<file path="src/rtl/ps2_rxframe.sv">
// PS/2 device-to-host frame receiver: sync, clock deglitch, 11-bit deserialise, E0/F0 prefix folding.
// Optional saturating error counter on err_cnt when PS2_RX_ERRCNT_EN is defined.
`timescale 1ns/1ps
module ps2_rxframe #(
    parameter int CLK_FREQ   = 28_000_000,
    parameter int TIMEOUT_US = 200,
    parameter int FILTER_LEN = 8
) (
    input  logic       clk28,
    input  logic       rst_n,
    input  logic       ps2_clk_in,
    input  logic       ps2_dat_in,
    output logic [7:0] code,
    output logic       code_ext,
    output logic       code_release,
    output logic       code_valid,
    output logic       frame_err,
    output logic       busy
`ifdef PS2_RX_ERRCNT_EN
    ,
    output logic [7:0] err_cnt
`endif
);

    localparam int TIMEOUT_CYCLES = CLK_FREQ / 1_000_000 * TIMEOUT_US;
    localparam int CW = $clog2(TIMEOUT_CYCLES + 1);
    localparam logic [CW-1:0] CNT_ONE  = CW'(1);
    localparam logic [CW-1:0] CNT_LAST = CW'(TIMEOUT_CYCLES - 1);

    localparam logic [1:0] ST_IDLE   = 2'd0;
    localparam logic [1:0] ST_DATA   = 2'd1;
    localparam logic [1:0] ST_PARITY = 2'd2;
    localparam logic [1:0] ST_STOP   = 2'd3;

    logic                  clk_meta, clk_sync;
    logic                  dat_meta, dat_sync;
    logic [FILTER_LEN-1:0] hist;
    logic                  filt;
    logic                  fall;

    logic [1:0]    state, state_nxt;
    logic [2:0]    bitcnt, bitcnt_nxt;
    logic [7:0]    sr, sr_nxt;
    logic          par, par_nxt;
    logic [CW-1:0] cnt, cnt_nxt;
    logic          err_nxt;
    logic          acc_nxt;
    logic          ext_pend, rel_pend;

    always_ff @(posedge clk28) begin
        if (!rst_n) begin
            clk_meta <= 1'b1;
            clk_sync <= 1'b1;
            dat_meta <= 1'b1;
            dat_sync <= 1'b1;
            hist     <= '1;
            filt     <= 1'b1;
            fall     <= 1'b0;
        end else begin
            clk_meta <= ps2_clk_in;
            clk_sync <= clk_meta;
            dat_meta <= ps2_dat_in;
            dat_sync <= dat_meta;
            hist     <= {hist[FILTER_LEN-2:0], clk_sync};
            // Filtered clock only moves on a unanimous window; fall marks the 1->0 move.
            if (hist == '0) begin
                filt <= 1'b0;
            end else if (hist == '1) begin
                filt <= 1'b1;
            end
            fall <= filt && (hist == '0);
        end
    end

    // cnt holds cycles elapsed since the last fall while a frame is open.
    always_comb begin
        state_nxt  = state;
        bitcnt_nxt = bitcnt;
        sr_nxt     = sr;
        par_nxt    = par;
        cnt_nxt    = cnt;
        err_nxt    = 1'b0;
        acc_nxt    = 1'b0;
        if (fall) begin
            cnt_nxt = CNT_ONE;
            case (state)
                ST_IDLE: begin
                    if (!dat_sync) begin
                        state_nxt  = ST_DATA;
                        bitcnt_nxt = 3'd0;
                    end else begin
                        err_nxt = 1'b1;
                    end
                end
                ST_DATA: begin
                    sr_nxt     = {dat_sync, sr[7:1]};
                    bitcnt_nxt = bitcnt + 3'd1;
                    if (bitcnt == 3'd7) begin
                        state_nxt = ST_PARITY;
                    end
                end
                ST_PARITY: begin
                    par_nxt   = dat_sync;
                    state_nxt = ST_STOP;
                end
                default: begin
                    state_nxt = ST_IDLE;
                    if (dat_sync && (^{sr, par})) begin
                        acc_nxt = 1'b1;
                    end else begin
                        err_nxt = 1'b1;
                    end
                end
            endcase
        end else if (state != ST_IDLE) begin
            if (cnt == CNT_LAST) begin
                state_nxt = ST_IDLE;
                err_nxt   = 1'b1;
                cnt_nxt   = '0;
            end else begin
                cnt_nxt = cnt + CNT_ONE;
            end
        end else begin
            cnt_nxt = '0;
        end
    end

    always_ff @(posedge clk28) begin
        if (!rst_n) begin
            state        <= ST_IDLE;
            bitcnt       <= 3'd0;
            sr           <= 8'h00;
            par          <= 1'b0;
            cnt          <= '0;
            ext_pend     <= 1'b0;
            rel_pend     <= 1'b0;
            code         <= 8'h00;
            code_ext     <= 1'b0;
            code_release <= 1'b0;
            code_valid   <= 1'b0;
            frame_err    <= 1'b0;
        end else begin
            state      <= state_nxt;
            bitcnt     <= bitcnt_nxt;
            sr         <= sr_nxt;
            par        <= par_nxt;
            cnt        <= cnt_nxt;
            frame_err  <= err_nxt;
            code_valid <= 1'b0;
            if (err_nxt) begin
                ext_pend <= 1'b0;
                rel_pend <= 1'b0;
            end else if (acc_nxt) begin
                if (sr == 8'hE0) begin
                    ext_pend <= 1'b1;
                end else if (sr == 8'hF0) begin
                    rel_pend <= 1'b1;
                end else begin
                    code         <= sr;
                    code_ext     <= ext_pend;
                    code_release <= rel_pend;
                    code_valid   <= 1'b1;
                    ext_pend     <= 1'b0;
                    rel_pend     <= 1'b0;
                end
            end
        end
    end

    assign busy = (state != ST_IDLE);

`ifdef PS2_RX_ERRCNT_EN
    always_ff @(posedge clk28) begin
        if (!rst_n) begin
            err_cnt <= 8'h00;
        end else if (err_nxt && (err_cnt != 8'hFF)) begin
            err_cnt <= err_cnt + 8'h01;
        end
    end
`endif

    property p_strobe_excl;
        @(posedge clk28) disable iff (!rst_n) !(code_valid && frame_err);
    endproperty
    a_strobe_excl: assert property (p_strobe_excl);

endmodule

</file>
<file path="config.mk">
export PLATFORM = sky130hd
export DESIGN_NAME = ps2_rxframe
export DESIGN_NICKNAME = d
export VERILOG_FILES = /design/src/rtl/ps2_rxframe.sv
export SDC_FILE = /design/constraint.sdc
export NUM_CORES = 1
export LEC_CHECK = 0
export ABC_CLOCK_PERIOD_IN_PS = 5000
export CAP_MARGIN = 5
export CORE_MARGIN = 4
export CORE_UTILIZATION = 30
export CTS_BUF_LIST = sky130_fd_sc_hd__clkbuf_16
export CTS_CLUSTER_DIAMETER = 50
export DETAILED_ROUTE_END_ITERATION = 12
export SLEW_MARGIN = 20
export SYNTH_ARGS = -nofsm -noshare
export SYNTH_HDL_FRONTEND = slang
export SYNTH_SLANG_ARGS = --single-unit
export TNS_END_PERCENT = 1
</file>
<file path="constraint.sdc">
create_clock -name clk28 -period 5 [get_ports clk28]
set_input_delay 0.5 -clock clk28 [delete_from_list [all_inputs] [get_ports clk28]]
set_output_delay 0.5 -clock clk28 [all_outputs]
set_load 0.1 [all_outputs]
</file>
* Word-level counts from Yosys, hierarchy flattened
Cells that the tools add are included.
Word-level totals: input port bits 4, register bits 55, logic and storage cells 87
Cells by class: multiplexer cells 26, bitwise logic cells 6, reduce and logical (&&, ||, !) cells 22, $add $sub $neg 2, equality and inequality tests 11
Operators with widths (number):
- $eq 8x8->1 const B | 3
- $mux 1 | 17
- $add 13x1->13 const B | 1
- $eq 13x13->1 const B | 1
- $mux 2 | 5
- $reduce_bool 2->1 | 5
- $reduce_xor 9->1 | 1
- $logic_not 8->1 | 1
- $reduce_and 2->1 | 4
- $reduce_and 4->1 | 2
- $reduce_or 4->1 | 2
- $ne 3x3->1 const B | 2
- $not 1->1 | 6
- $pmux 2 s3 | 1
- $pmux 3 s2 | 1
- $ne 2x2->1 const B | 2
- $reduce_or 2->1 | 2
- $add 3x1->3 const B | 1
- $eq 3x3->1 const B | 1
- $mux 3 | 1
- $reduce_and 3->1 | 1
- $reduce_or 3->1 | 1
- $eq 2x1->1 const B | 1
- $eq 2x2->1 const B | 1
- other kinds (3) | 4

* Logic depth before layout (Yosys ltp)
word-level depth 7, mapped depth 8, gate-level depth less buffers 7

* Worst setup path before layout
Ideal clock, no wire load.
path kind reg-to-reg, from register state[0], to register cnt[10], library setup time 65 ps, path buffers 2, stages on the path, launching flop included 8, arrival time 1963 ps, clock period less this slack 2028 ps, setup slack 2972 ps, path through dfxtp_1 > inv_1 > ha_1 > buf_2 > inv_1 > nand4_1 > clkbuf_1 > nor2_1
On the way: cells in the longest elaborated chain, start to end 3
RTL lines:
- start: declaration | line 41 | logic [1:0] state, state_nxt;
- start signal: assignment | line 143 | state <= state_nxt;
- $reduce_bool 2->1
- named net busy | line 18 | output logic busy
- $not 1->1 (no line)
- $reduce_or 4->1 (no line)
- end signal: assignment | line 147 | cnt <= cnt_nxt;
- end: declaration | line 45 | logic [CW-1:0] cnt, cnt_nxt;
The timed path passes the listed nets, and every way through them passes these cells. A chain may end at the register's enable or synchronous reset.

* Worst setup path in the final report
from register state[0], to output busy
On the way: cells in the longest elaborated chain, start to end 1
RTL lines:
- $reduce_bool 2->1 | line 170 | assign busy = (state != ST_IDLE);
- end: declaration | line 18
Every way passes these cells.

==> impl_metrics.json <==
{
  "status": "completed",
  "syn-num-nets": 274,
  "grt_overflow_total": 0,
  "regToRegStartpoint": "sr[1]",
  "row_count": 32,
  "drt_pre_antenna_iters": 4,
  "worst_pin_slew_ns": 0.977,
  "yosysSeqAreaShare_pct": 46.2,
  "dr.first_iter.drc_count": 78,
  "io_buffer_count": 16,
  "yosys-top-cells-area": "dfxtp_1 (46%), nand2_1 (6.5%), ha_1 (4.2%)",
  "diodes": 0,
  "yosysTopAreaCell": "dfxtp_1",
  "final-hold-violation-count": 0,
  "start_util_pct": 30.8,
  "yosys.area.top_type_share_pct": 46.2,
  "cts_sinks": 55,
  "synth_edf_count": 0,
  "final_util_pct": 35.7,
  "synth_area_um2": 2380,
  "period_share_pct": 56.6,
  "max_freq_mhz": 354,
  "hold_buffers": 0,
  "avgRoutedWirePerCell_um": 10.8,
  "min_period_ns": 2.83,
  "report.final.slew_viol_count": 0,
  "vias": 1746,
  "required_ns": 4.50,
  "wl_um": 4060,
  "cp_max_fo": 9,
  "setup_viol": 0,
  "gp_congestion": 0.751,
  "ys.flop_type": "dfxtp_1",
  "post_cts_resized": 0,
  "reg2regPathDepth": 5,
  "drive_gt1_share_pct": 5.13,
  "cpPeakStageDelay_ns": 1.14,
  "drc": 0,
  "cp_slowest_cell": "clkdlybuf4s50_1",
  "die_width_um": 97.1,
  "rsz0062_at_grt": "false",
  "vias_per_cell": 4.66,
  "p_per_area_nw_per_um2": 285,
  "path_clk_slew_ns": 0.07,
  "placed_cell_area_um2": 2620,
  "io_pins": 17,
  "startpoint": "state[0]",
  "grt_pass1_wl_um": 7340,
  "syn_inst": 262,
  "synth.avg_cell_area_um2": 9.09,
  "cts_tree": "yes",
  "hp-class": "flop to flop",
  "cp_common_cell": "inv_1",
  "p_leak_nw": 0.928,
  "dp_hpwl_um": 2900,
  "coreArea_um2": 7730,
  "antenna_found_initial": 0,
  "post_cts_buffers": 0,
  "crit_type": "flop to output port",
  "finalSetupTns_ns": 0,
  "clk_latency_ns": 0.29,
  "max_cap_violations": 0,
  "ys_seq_elements": 55,
  "antenna_left": 0,
  "cp-end-kind": "output port",
  "crit_buf_inv": 3,
  "min_delay_path_depth": 1,
  "grt_pass1_vias": 1722,
  "syn2layout_area_growth_pct": 16.0,
  "ir_worst_vdd_mv": 0.115,
  "synthArstFlopShare_pct": 0,
  "cp_top_family": "buffers and inverters",
  "grt_max_degree": 38,
  "hp-start": "clk_sync",
  "final_area_um2": 2760,
  "rrSetupSlack_ns": 2.76,
  "relSlewSlack_pct": 34.6,
  "cts_made_buffers": 5,
  "clockBufferDepth": 2,
  "h-tree-depth": 2,
  "dieHeight_um": 97.1,
  "path_cells": "inv_1 > ha_1 > inv_1 > clkdlybuf4s50_1",
  "cp-start-kind": "flop",
  "r2r-end": "code[2]",
  "die_area_um2": 9430,
  "fin_skew_ns": 0.00672,
  "final_nets": 284,
  "track_usage_pct": 9.13,
  "holdPathEnd": "hist[0]",
  "arrival_ns": 2.33,
  "ys.warnings.count": 0,
  "root_buffer": "clkbuf_16",
  "synth_cell_types": 39
}
[registers in the layout, summed over array words and instances, names as in the netlist, 2 cells and up]
signal and flops:
bitcnt 3, cnt 13, code 8, hist 8
sr 8, state 2
[metal layers]
metal	global-route usage, %	part of all wire, %	vias up
li1	-	-	910
met1	10.4	47	812
met2	16.3	49	19
met3	1.79	3.0	5
met4	4.10	1.8	0
met5	0	0	-
[synth_stat cells, types with 2 or more instances]
cell type	number
inv_1	9
and3_1	4
mux2i_1	10
mux2_1	2
a32oi_1	2
and4_1	2
clkbuf_1	10
xnor2_1	7
nor2b_1	2
nand3_1	13
nor4_1	4
nor2_1	24
a31oi_1	2
ha_1	8
dfxtp_1	55
nand2_1	41
nor3b_1	2
nand4_1	8
nor3_1	3
nand2b_1	13
xor2_1	8
a21oi_1	12
o21ai_0	4
buf_1	2
[placed cells by master, fill, tap and decap left out, drive strengths merged]
| cell type | synthesis | layout |
|---|---|---|
| dfxtp | 55 | 55 |
| nand2 | 41 | 41 |
| nor2 | 24 | 24 |
| clkdlybuf4s50 | 0 | 16 |
| nand2b | 13 | 13 |
| nand3 | 13 | 13 |
| a21oi | 13 | 13 |
| mux2i | 11 | 11 |
| inv | 9 | 10 |
| nand4 | 8 | 8 |
| xor2 | 8 | 8 |
| ha | 8 | 8 |
| xnor2 | 7 | 7 |
| clkbuf | 10 | 5 |
| and3 | 4 | 4 |
| o21ai | 4 | 4 |
| nor4 | 4 | 4 |
| nor3 | 4 | 4 |
| and4 | 2 | 2 |
| nor2b | 2 | 2 |
| nor3b | 2 | 2 |
| mux2 | 2 | 2 |
| a32oi | 2 | 2 |
| a31oi | 2 | 2 |
| clkinv | 0 | 2 |
| a21boi | 1 | 1 |
| o22ai | 1 | 1 |
| nor4bb | 1 | 1 |
| xor3 | 1 | 1 |
| a311oi | 1 | 1 |
| nand4bb | 1 | 1 |
| o311a | 1 | 1 |
| xnor3 | 1 | 1 |
| a2111oi | 1 | 1 |
| o21a | 1 | 1 |
| buf | 4 | 1 |
[stage by stage]
stage | hold WS (ns) | power, mW | setup slack (ns) | instances
6_report | 0.410 | 0.788 | 2.17 | 375
5_1_grt | 0.425 | 0.816 | 2.03 | 375
4_1_cts | 0.412 | 0.800 | 2.14 | 375
3_5_place_dp | 0.395 | 0.463 | 2.47 | 367
3_3_place_gp | 0.391 | 0.463 | 2.50 | 367
2_1_floorplan | 0.386 | 0.458 | 2.97 | 262
[final cells by class]
type	count	area [µm²]
clock buffer	5	125
clock inverter	3	21.3
fill	773	4970
inverter	9	33.8
multi-input combinational	184	1180
sequential	55	1100
tap	102	128
timing repair buffer	17	168
[worst max path at each step]
stage | to | slack (ns) | cells after the start
floorplan | cnt[10] | 2.97 | 7
global placement | busy | 2.50 | 4
detailed placement | busy | 2.47 | 4
CTS | busy | 2.14 | 4
global route | busy | 2.03 | 4
finish | busy | 2.17 | 4
[cell families (layout without fill, tap and decap cells)]
kind of cell	count (synthesis)	count (layout)	share of synthesized area [%]
AO/OA/AOI/OAI	27	27	7.88
flip-flops	55	55	46.2
multiplexers	13	13	5.73
adder cells (fa/ha/maj)	8	8	4.20
buffers and inverters	23	34	3.99
XOR/XNOR	17	17	7.51
AND/OR/NAND/NOR	119	119	24.4
[where the power goes]
| group | switching (mW) | internal, mW |
|---|---|---|
| registers | 0.00117 | 0.440 |
| logic | 0.00741 | 0.00413 |
| clock network | 0.150 | 0.186 |
| total | 0.158 | 0.629 |
(Power assumes the default switching activity.)
